==> src/rtl/fetch_pkg.sv <==
// Shared constants and the stored-entry type for the fetch bundle buffer.
package fetch_pkg;

  localparam int unsigned SLOT_W   = 41;
  localparam int unsigned BUNDLE_W = 128;
  localparam int unsigned SLOTS    = 6;
  localparam int unsigned TMPL_W   = 5;
  localparam int unsigned IP_HI_W  = 64 - TMPL_W;

  // One buffered bundle pair; IP bits [4:0] are implied zero.
  typedef struct packed {
    logic [IP_HI_W-1:0]      ip;
    logic [SLOTS*SLOT_W-1:0] slots;
    logic [SLOTS-1:0]        ip_mask;
    logic [SLOTS-1:0]        slot_jc;
  } fbb_entry_t;

endpackage

==> src/rtl/bundle_predecode.sv <==
// Strips templates from a bundle pair, flags jump/call slots and builds the
// IP start mask. Purely combinational.
module bundle_predecode
  import fetch_pkg::*;
#(
  parameter logic [3:0] JC_OPC = 4'h4
) (
  input  logic [2*BUNDLE_W-1:0]   ic_bundles,
  input  logic [63:0]             ic_ip,
  output logic [SLOTS*SLOT_W-1:0] slots,
  output logic [SLOTS-1:0]        ip_mask,
  output logic [SLOTS-1:0]        slot_jc
);

  logic [1:0] slot_sel;
  logic [2:0] start;

  // Slot extraction, opcode match and start-point mask.
  always_comb begin
    slots   = '0;
    ip_mask = '0;
    slot_jc = '0;
    // Slot field 3 does not exist; treat it as the last slot of the bundle.
    slot_sel = (ic_ip[3:2] == 2'd3) ? 2'd2 : ic_ip[3:2];
    start    = (ic_ip[4] ? 3'd3 : 3'd0) + {1'b0, slot_sel};
    for (int b = 0; b < 2; b++) begin
      for (int s = 0; s < 3; s++) begin
        slots[(3*b+s)*SLOT_W +: SLOT_W] = ic_bundles[b*BUNDLE_W + TMPL_W + s*SLOT_W +: SLOT_W];
      end
    end
    for (int n = 0; n < SLOTS; n++) begin
      slot_jc[n] = (slots[n*SLOT_W + 37 +: 4] == JC_OPC);
      ip_mask[n] = (3'(n) >= start);
    end
  end

endmodule

==> src/rtl/fetch_bundle_buffer.sv <==
// Fetch bundle staging FIFO: predecodes each pushed bundle pair and presents
// the head entry until downstream consumes it. branchmiss flushes everything.
// Optional feature: define FBB_BYPASS_EN to let an incoming pair reach the
// head outputs combinationally while the buffer is empty.
module fetch_bundle_buffer
  import fetch_pkg::*;
#(
  parameter int unsigned DEPTH  = 4,
  parameter logic [3:0]  JC_OPC = 4'h4
) (
  input  logic                      clk,
  input  logic                      rst,
  input  logic                      branchmiss,
  input  logic                      ic_valid,
  output logic                      ic_ready,
  input  logic [63:0]               ic_ip,
  input  logic [2*BUNDLE_W-1:0]     ic_bundles,
  output logic                      phit,
  output logic [63:0]               head_ip,
  output logic [SLOTS*SLOT_W-1:0]   slots,
  output logic [SLOTS-1:0]          ip_mask,
  output logic [SLOTS-1:0]          slot_jc,
  input  logic                      slots_done,
  output logic [$clog2(DEPTH):0]    count
);

  localparam int unsigned PtrW = $clog2(DEPTH);
  localparam int unsigned CntW = PtrW + 1;

  logic [PtrW-1:0]    head_q, head_d, tail_q, tail_d;
  logic [CntW-1:0]    count_q, count_d;
  logic [IP_HI_W-1:0] last_ip_q, last_ip_d;
  fbb_entry_t         mem_q [DEPTH];

  fbb_entry_t in_entry, out_entry;
  logic       bypass, push, wr_en, pop_fifo;

  bundle_predecode #(
    .JC_OPC (JC_OPC)
  ) u_predecode (
    .ic_bundles (ic_bundles),
    .ic_ip      (ic_ip),
    .slots      (in_entry.slots),
    .ip_mask    (in_entry.ip_mask),
    .slot_jc    (in_entry.slot_jc)
  );
  assign in_entry.ip = ic_ip[63:TMPL_W];

  // Handshake, head selection and pointer/count next state.
  always_comb begin
    ic_ready = (count_q < CntW'(DEPTH)) & ~branchmiss;
    push     = ic_valid & ic_ready;
    bypass   = 1'b0;
`ifdef FBB_BYPASS_EN
    bypass   = (count_q == '0) & ic_valid & ~branchmiss;
`endif
    phit     = (count_q != '0) | bypass;

    out_entry = '0;
    if (bypass) begin
      out_entry = in_entry;
    end else if (count_q != '0) begin
      out_entry = mem_q[head_q];
    end else begin
      out_entry.ip = last_ip_q;
    end
    head_ip   = {out_entry.ip, {TMPL_W{1'b0}}};
    slots     = out_entry.slots;
    ip_mask   = out_entry.ip_mask;
    slot_jc   = out_entry.slot_jc;
    last_ip_d = out_entry.ip;

    // A bypassed pair consumed in the same cycle is never written.
    wr_en    = push & ~(bypass & slots_done);
    pop_fifo = slots_done & (count_q != '0);

    head_d  = head_q;
    tail_d  = tail_q;
    count_d = count_q;
    if (branchmiss) begin
      head_d  = '0;
      tail_d  = '0;
      count_d = '0;
    end else begin
      if (wr_en)    tail_d = tail_q + PtrW'(1);
      if (pop_fifo) head_d = head_q + PtrW'(1);
      case ({wr_en, pop_fifo})
        2'b10:   count_d = count_q + CntW'(1);
        2'b01:   count_d = count_q - CntW'(1);
        default: count_d = count_q;
      endcase
    end
  end

  assign count = count_q;

  // Pointer, occupancy and held-IP registers.
  always_ff @(posedge clk or posedge rst) begin
    if (rst) begin
      head_q    <= '0;
      tail_q    <= '0;
      count_q   <= '0;
      last_ip_q <= '0;
    end else begin
      head_q    <= head_d;
      tail_q    <= tail_d;
      count_q   <= count_d;
      last_ip_q <= last_ip_d;
    end
  end

  // Entry storage; contents are only observed while counted as valid.
  always_ff @(posedge clk) begin
    if (wr_en) mem_q[tail_q] <= in_entry;
  end

endmodule

==> config.mk <==
export PLATFORM = sky130hd
export DESIGN_NAME = fetch_bundle_buffer
export DESIGN_NICKNAME = d
export VERILOG_FILES = /design/src/rtl/fetch_pkg.sv /design/src/rtl/bundle_predecode.sv /design/src/rtl/fetch_bundle_buffer.sv
export SDC_FILE = /design/constraint.sdc
export NUM_CORES = 1
export LEC_CHECK = 0
export CAP_MARGIN = 40
export CELL_PAD_IN_SITES_DETAIL_PLACEMENT = 1
export CELL_PAD_IN_SITES_GLOBAL_PLACEMENT = 1
export CORE_UTILIZATION = 51
export CTS_CLUSTER_DIAMETER = 60
export DETAILED_ROUTE_END_ITERATION = 12
export GPL_TIMING_DRIVEN = 0
export PLACE_DENSITY = 0.88
export SYNTH_ARGS = -nofsm -noshare
export SYNTH_HDL_FRONTEND = slang
export SYNTH_SLANG_ARGS = --single-unit
==> constraint.sdc <==
create_clock -name clk -period 23.3 [get_ports clk]
set_clock_uncertainty 0.2 [all_clocks]
set_input_delay 3.495 -clock clk [delete_from_list [all_inputs] [get_ports clk]]
set_output_delay 3.495 -clock clk [all_outputs]
set_load 0.1 [all_outputs]
==> results.json, run 1 <==
{
  "routed_wl_um": 196000,
  "avgSynthCellArea_um2": 22.2,
  "cp-end-kind": "output port",
  "layout_common_cells": "edfxtp_1 (1268), clkdlybuf4s50_1 (632), mux4_2 (317), and2_1 (259), buf_16 (192)",
  "grt_max_degree": 56,
  "synth_cell_types": 36,
  "required_ps": 19610,
  "hp-class": "reg -> reg",
  "peakVddDrop_mv": 0.187,
  "rsz0062_at_grt": "no",
  "crit_fanout": 10,
  "yosysTopAreaCell": "edfxtp_1",
  "syn_to_final_growth_pct": 40.9,
  "holdWs_ps": 300,
  "critPathLaunchType": "input pin",
  "core-area_um2": 98300,
  "drcViolationCount": 0,
  "power_mw": 11.2,
  "yosysSeqAreaShare_pct": 78.6,
  "overflow": 0,
  "worst_pin_slew_ps": 856,
  "via_count": 30700,
  "dieArea_um2": 100000,
  "status": "finished clean",
  "max_stage_delay_ps": 600,
  "cts_resized": 0,
  "first_global_vias": 32500,
  "switchingPower_mw": 4.83,
  "drv_slew": 0,
  "path_buf_inv": 3,
  "row_count": 115,
  "ant_nets": 0,
  "synth_top_cell_area_share_pct": 75.3,
  "power_leakage_nw": 24.1,
  "clockBufferDepth": 3,
  "finalSetupTns_ps": 0,
  "track_usage_pct": 36.3,
  "htree_levels": 4,
  "cts_tree": "yes",
  "syn_area_um2": 50600,
  "grt_first_pass_wirelength_um": 250000,
  "finalCritPeriodShare_pct": 36.7,
  "firstDrtPassIters": 5,
  "cts_num_sinks": 1334,
  "ios": 652,
  "setup_viol": 0,
  "cts_setup_buffers": 0,
  "wl_per_cell_um": 40.2,
  "die_y_um": 317,
  "numPortBuffers": 632,
  "start_util_pct": 51.4,
  "p_clk_share_pct": 21.9,
  "first_iter_violations": 3965,
  "crit_arrival_ps": 4860,
  "mostFrequentLayoutCell": "edfxtp_1",
  "drive_gt1_share_pct": 27.3,
  "drv_cap": 0,
  "path_cells": "clkbuf_1 -> nor2_1 -> clkdlybuf4s50_1 -> buf_16",
  "finalNetCount": 3749,
  "path_class": "in -> out",
  "vias_per_cell": 6.30,
  "yosysWarningCount": 0,
  "gp_congestion": 0.805,
  "report.final.hold_viol_count": 0,
  "share_seq_of_total_power_pct": 25.4,
  "cp_top_family": "buffers and inverters",
  "postSynthCellCount": 2280,
  "synth.area.top_cells": "edfxtp_1 (75%), mux4_2 (14%), dfrtp_1 (3.3%)",
  "die_w_um": 317,
  "max_freq_mhz": 117,
  "internal_power_mw": 6.42,
  "slowest_stage": "clkdlybuf4s50_1",
  "fin_crit_ps": 8560,
  "sw_frac_of_total_pct": 42.9,
  "relSlewSlack_pct": 42.9,
  "antenna_found_initial": 64,
  "ctsHoldBuffers": 0,
  "cts_buffers": 141,
  "dp_hpwl_um": 113000,
  "p_comb_share_pct": 52.7,
  "fillerInstances": 7328,
  "p_per_area_nw_per_um2": 158,
  "ys_seq_elements": 1334,
  "clock_latency_ps": 760,
  "path_clk_slew_ps": 60,
  "cts_root_buf": "clkbuf_16"
}
==> state kept, by name (all words and copies together) (netlist names) <==
signal     flops
count          3
head_q         2
tail_q         2
mem_q       1268
last_ip_q     59
==> logic make-up (layout without fill, tap and decap cells) <==
kind of cell | count (synthesis) | count (layout) | share of synthesized area [%]
AOI/OAI and AO/OA | 17 | 17 | 0.223
xor gates and xnor gates | 3 | 3 | 0.0520
adders and majority gates | 10 | 10 | 0.277
buffers and inverters | 132 | 1377 | 1.81
DFF | 1334 | 1334 | 78.6
muxes | 318 | 318 | 14.1
other | 1 | 66 | 0.00742
and+or+nand+nor | 465 | 465 | 4.90
==> through the flow <==
step	std cells	cell area [um^2]	setup slack, ps	util [%]
3_3_place_gp	4203	58500	4910	59.5
2_1_floorplan	2284	50600	10960	-
4_1_cts	4813	71100	14750	72.3
5_1_grt	4870	71200	14720	72.5
3_5_place_dp	4555	66200	14800	67.4
6_report	4877	71200	14740	72.5
==> synth_stat cells <==
| cell | n |
|---|---|
| nor3_4 | 1 |
| buf_1 | 13 |
| o21a_1 | 1 |
| inv_2 | 1 |
| nor2_1 | 5 |
| a21oi_1 | 6 |
| xnor2_1 | 1 |
| inv_1 | 8 |
| o311ai_0 | 2 |
| clkbuf_1 | 42 |
| a2bb2oi_1 | 1 |
| o2111ai_1 | 1 |
| mux2i_1 | 1 |
| o21ai_0 | 3 |
| xor2_1 | 2 |
| or2_2 | 2 |
| o21ba_2 | 1 |
| buf_8 | 21 |
| buf_4 | 6 |
| nor4b_1 | 6 |
| nor3b_1 | 4 |
| buf_6 | 15 |
| ha_1 | 8 |
| or3_1 | 1 |
| nor2b_1 | 2 |
| conb_1 | 1 |
| nand2_1 | 179 |
| buf_2 | 25 |
| mux4_2 | 317 |
| o31ai_1 | 2 |
| fa_1 | 2 |
| buf_12 | 1 |
| dfrtp_1 | 66 |
| nand2b_1 | 2 |
| and2_1 | 263 |
| edfxtp_1 | 1268 |
==> path summary, 6_finish.rpt <==
path	depth (start not counted)	from	endpoint	slack (ps)
min	2	last_ip_q[28]	last_ip_q[28]	300
max	4	branchmiss	ic_ready	14740
max in group asynchronous	3	rst	last_ip_q[48]	19220
min reg2reg	2	last_ip_q[28]	last_ip_q[28]	300
min in group asynchronous	2	rst	last_ip_q[10]	2980
max reg2reg	6	count[2]	mem_q[2][114]	19880
==> worst register-to-register path: stages (launching register included) <==
cell	delay [ps]
dfrtp_1	460
buf_2	240
nor3b_1	410
buf_2	270
and2_4	660
buf_16	410
buf_16	370
==> area by class of cell <==
cell class / instances / area [um^2] / area share (%)
antenna: 61 / 153 / 0.214
buffer: 123 / 881 / 1.24
clock buffer: 173 / 3840 / 5.39
clock inverter: 85 / 1010 / 1.42
inverter: 9 / 36.3 / 0.0509
multi-input combinational: 818 / 9940 / 13.9
sequential: 1334 / 39700 / 55.8
tap: 1287 / 1610 / 2.26
timing repair buffer: 987 / 14000 / 19.7
==> power by group through the flow <==
stage	clock network (mW)	logic, mW	registers [mW]
2_1_floorplan	0	3.06	2.91
3_3_place_gp	0	4.10	2.92
3_5_place_dp	0	5.74	2.88
4_1_cts	2.43	5.87	2.85
5_1_grt	2.53	6.00	2.86
6_report	2.46	5.93	2.86
==> per-layer routing <==
metal	vias to the layer above	share of wire (%)	GRT usage (%)	routed length (um)
met3	698	8.0	7.90	15800
met1	16100	32	39.4	62600
met4	28	7.3	22.7	14400
met5	-	0.10	0	205
li1	11500	-	-	-
met2	2428	53	64.4	103000
Note: power is estimated with default switching activity, not from simulation.
==> run 2: changes to the inputs <==
CORE_UTILIZATION = 43   (was 51)
PLACE_DENSITY = 0.79   (was 0.88)
clock period = 6.9 ns   (was 23.3 ns; I/O delays follow)
==> run 2 against run 1 <==
Power rose to 3.3 times the previous value; die area up 18%; register-to-register slack lost 17000 ps; clock power grew to 3.2 times the previous value; combinational power grew to 3.3 times the previous value; cell count up 4.7%; count of clock-buffer cells in the layout grew 14; wire length fell by 16%; critical path depth is 4 higher.
==> results.json, run 2 (synthesis gave the netlist of run 1 again) <==
{
  "ios": 652,
  "cts_setup_buffers": 0,
  "routed_wl_um": 164000,
  "finalSetupTns_ps": 0,
  "syn_to_final_growth_pct": 41.8,
  "setup_viol": 0,
  "max_stage_delay_ps": 620,
  "drcViolationCount": 0,
  "crit_fanout": 10,
  "crit_arrival_ps": 4240,
  "via_count": 28000,
  "peakVddDrop_mv": 0.536,
  "mostFrequentLayoutCell": "edfxtp_1",
  "multi_input_area_um2": 9940,
  "finalNetCount": 3753,
  "start_util_pct": 43.4,
  "grt_max_degree": 55,
  "path_class": "reg -> out",
  "path_cells": "buf_2 -> nor3_4 -> inv_2 -> clkbuf_1 -> clkbuf_1 -> and2_1 -> clkdlybuf4s50_1 -> buf_8",
  "status": "finished clean",
  "report.final.hold_viol_count": 0,
  "p_per_area_nw_per_um2": 519,
  "largest_reg_flops": 1268,
  "clock_latency_ps": 750,
  "clockBufferDepth": 3,
  "register_area_um2": 39700,
  "vias_per_cell": 5.48,
  "die_w_um": 345,
  "core-area_um2": 116000,
  "fillerInstances": 9633,
  "finalCritPeriodShare_pct": 79.4,
  "firstDrtPassIters": 7,
  "path_common_cell": "clkbuf_1",
  "grt_first_pass_wirelength_um": 229000,
  "instances_no_fill": 5108,
  "gp_congestion": 0.775,
  "cts_resized": 0,
  "drive_gt1_share_pct": 27.2,
  "rsz0062_at_grt": "no",
  "cts_buffers": 144,
  "ctsHoldBuffers": 0,
  "max_freq_mhz": 182,
  "hp-class": "reg -> reg",
  "cp-end-kind": "output port",
  "drv_cap": 0,
  "wl_per_cell_um": 32.1,
  "cts_tree": "yes",
  "regMostFlops": "mem_q",
  "fin_crit_ps": 5480,
  "cts_num_sinks": 1334,
  "slowest_stage": "clkdlybuf4s50_1",
  "dp_hpwl_um": 108000,
  "first_iter_violations": 2064,
  "worst_pin_slew_ps": 903,
  "critPathLaunchType": "register",
  "relSlewSlack_pct": 38.9,
  "layout_common_cells": "edfxtp_1 (1268), clkdlybuf4s50_1 (632), mux4_2 (317), and2_1 (259), buf_16 (214)",
  "required_ps": 5660,
  "numPortBuffers": 632,
  "overflow": 0,
  "cts_root_buf": "clkbuf_16",
  "dieArea_um2": 119000,
  "antenna_found_initial": 52,
  "path_clk_slew_ps": 60,
  "drv_slew": 0,
  "htree_levels": 4,
  "die_y_um": 345,
  "dpl.cell_count": 4796,
  "ant_nets": 0,
  "track_usage_pct": 27.4,
  "row_count": 125,
  "power_leakage_nw": 24.2,
  "first_global_vias": 31200
}
-- run 2: power by group --
group / total (mW) / switching [mW] / internal, mW
combinational: 19.8 / 12.1 / 7.72
clock: 7.80 / 3.29 / 4.51
sequential: 9.57 / 0.174 / 9.40
total: 37.2 / 15.6 / 21.6
-- run 2: through the flow --
step | instance area, um^2 | util [%] | hold slack, ps | power [mW] | setup WS, ps
final | 71700 | 61.6 | 268 | 37.2 | 1420
after global routing | 71700 | 61.6 | 277 | 38.0 | 1250
after CTS | 71600 | 61.5 | 271 | 37.4 | 1300
after detailed placement | 66900 | 57.5 | 256 | 29.4 | 2170
after global placement | 58800 | 50.5 | 248 | 23.8 | -3460
after floorplan | 50600 | - | 339 | 20.1 | 536
-- run 2: path summary, 6_finish.rpt --
check	slack, ps	startpoint	cells after the start	to
setup / recovery	1420	count[1]	8	slots[160]
hold reg to reg	270	last_ip_q[30]	2	last_ip_q[30]
min in group asynchronous	520	rst	2	last_ip_q[18]
hold / removal	270	last_ip_q[30]	2	last_ip_q[30]
max in group asynchronous	5350	rst	3	tail_q[1]
setup reg to reg	3260	count[2]	7	mem_q[1][70]
-- run 2: metal layers --
metal | vias to the layer above | part of all wire (%) | GRT usage (%)
met5 | - | 0.029 | 0
met4 | 8 | 5.2 | 14.5
met3 | 354 | 5.0 | 4.42
met2 | 1223 | 55 | 49.6
met1 | 14900 | 35 | 30.9
li1 | 11500 | - | -
-- run 2: layout make-up --
type,instances,area share (%)
Inverter,9,0.0506
Multi-Input combinational cell,818,13.9
Buffer,123,1.23
Clock inverter,77,1.07
Timing Repair Buffer,988,20.1
Clock buffer,187,5.50
Tap cell,1524,2.66
Antenna cell,48,0.168
Sequential cell,1334,55.4
-- run 2: worst max-delay path, delay by kind of cell, from the launching register on --
kind,cells,cell delay (ps)
buf+inv,6,2360
simple gates,2,680
flops,1,450
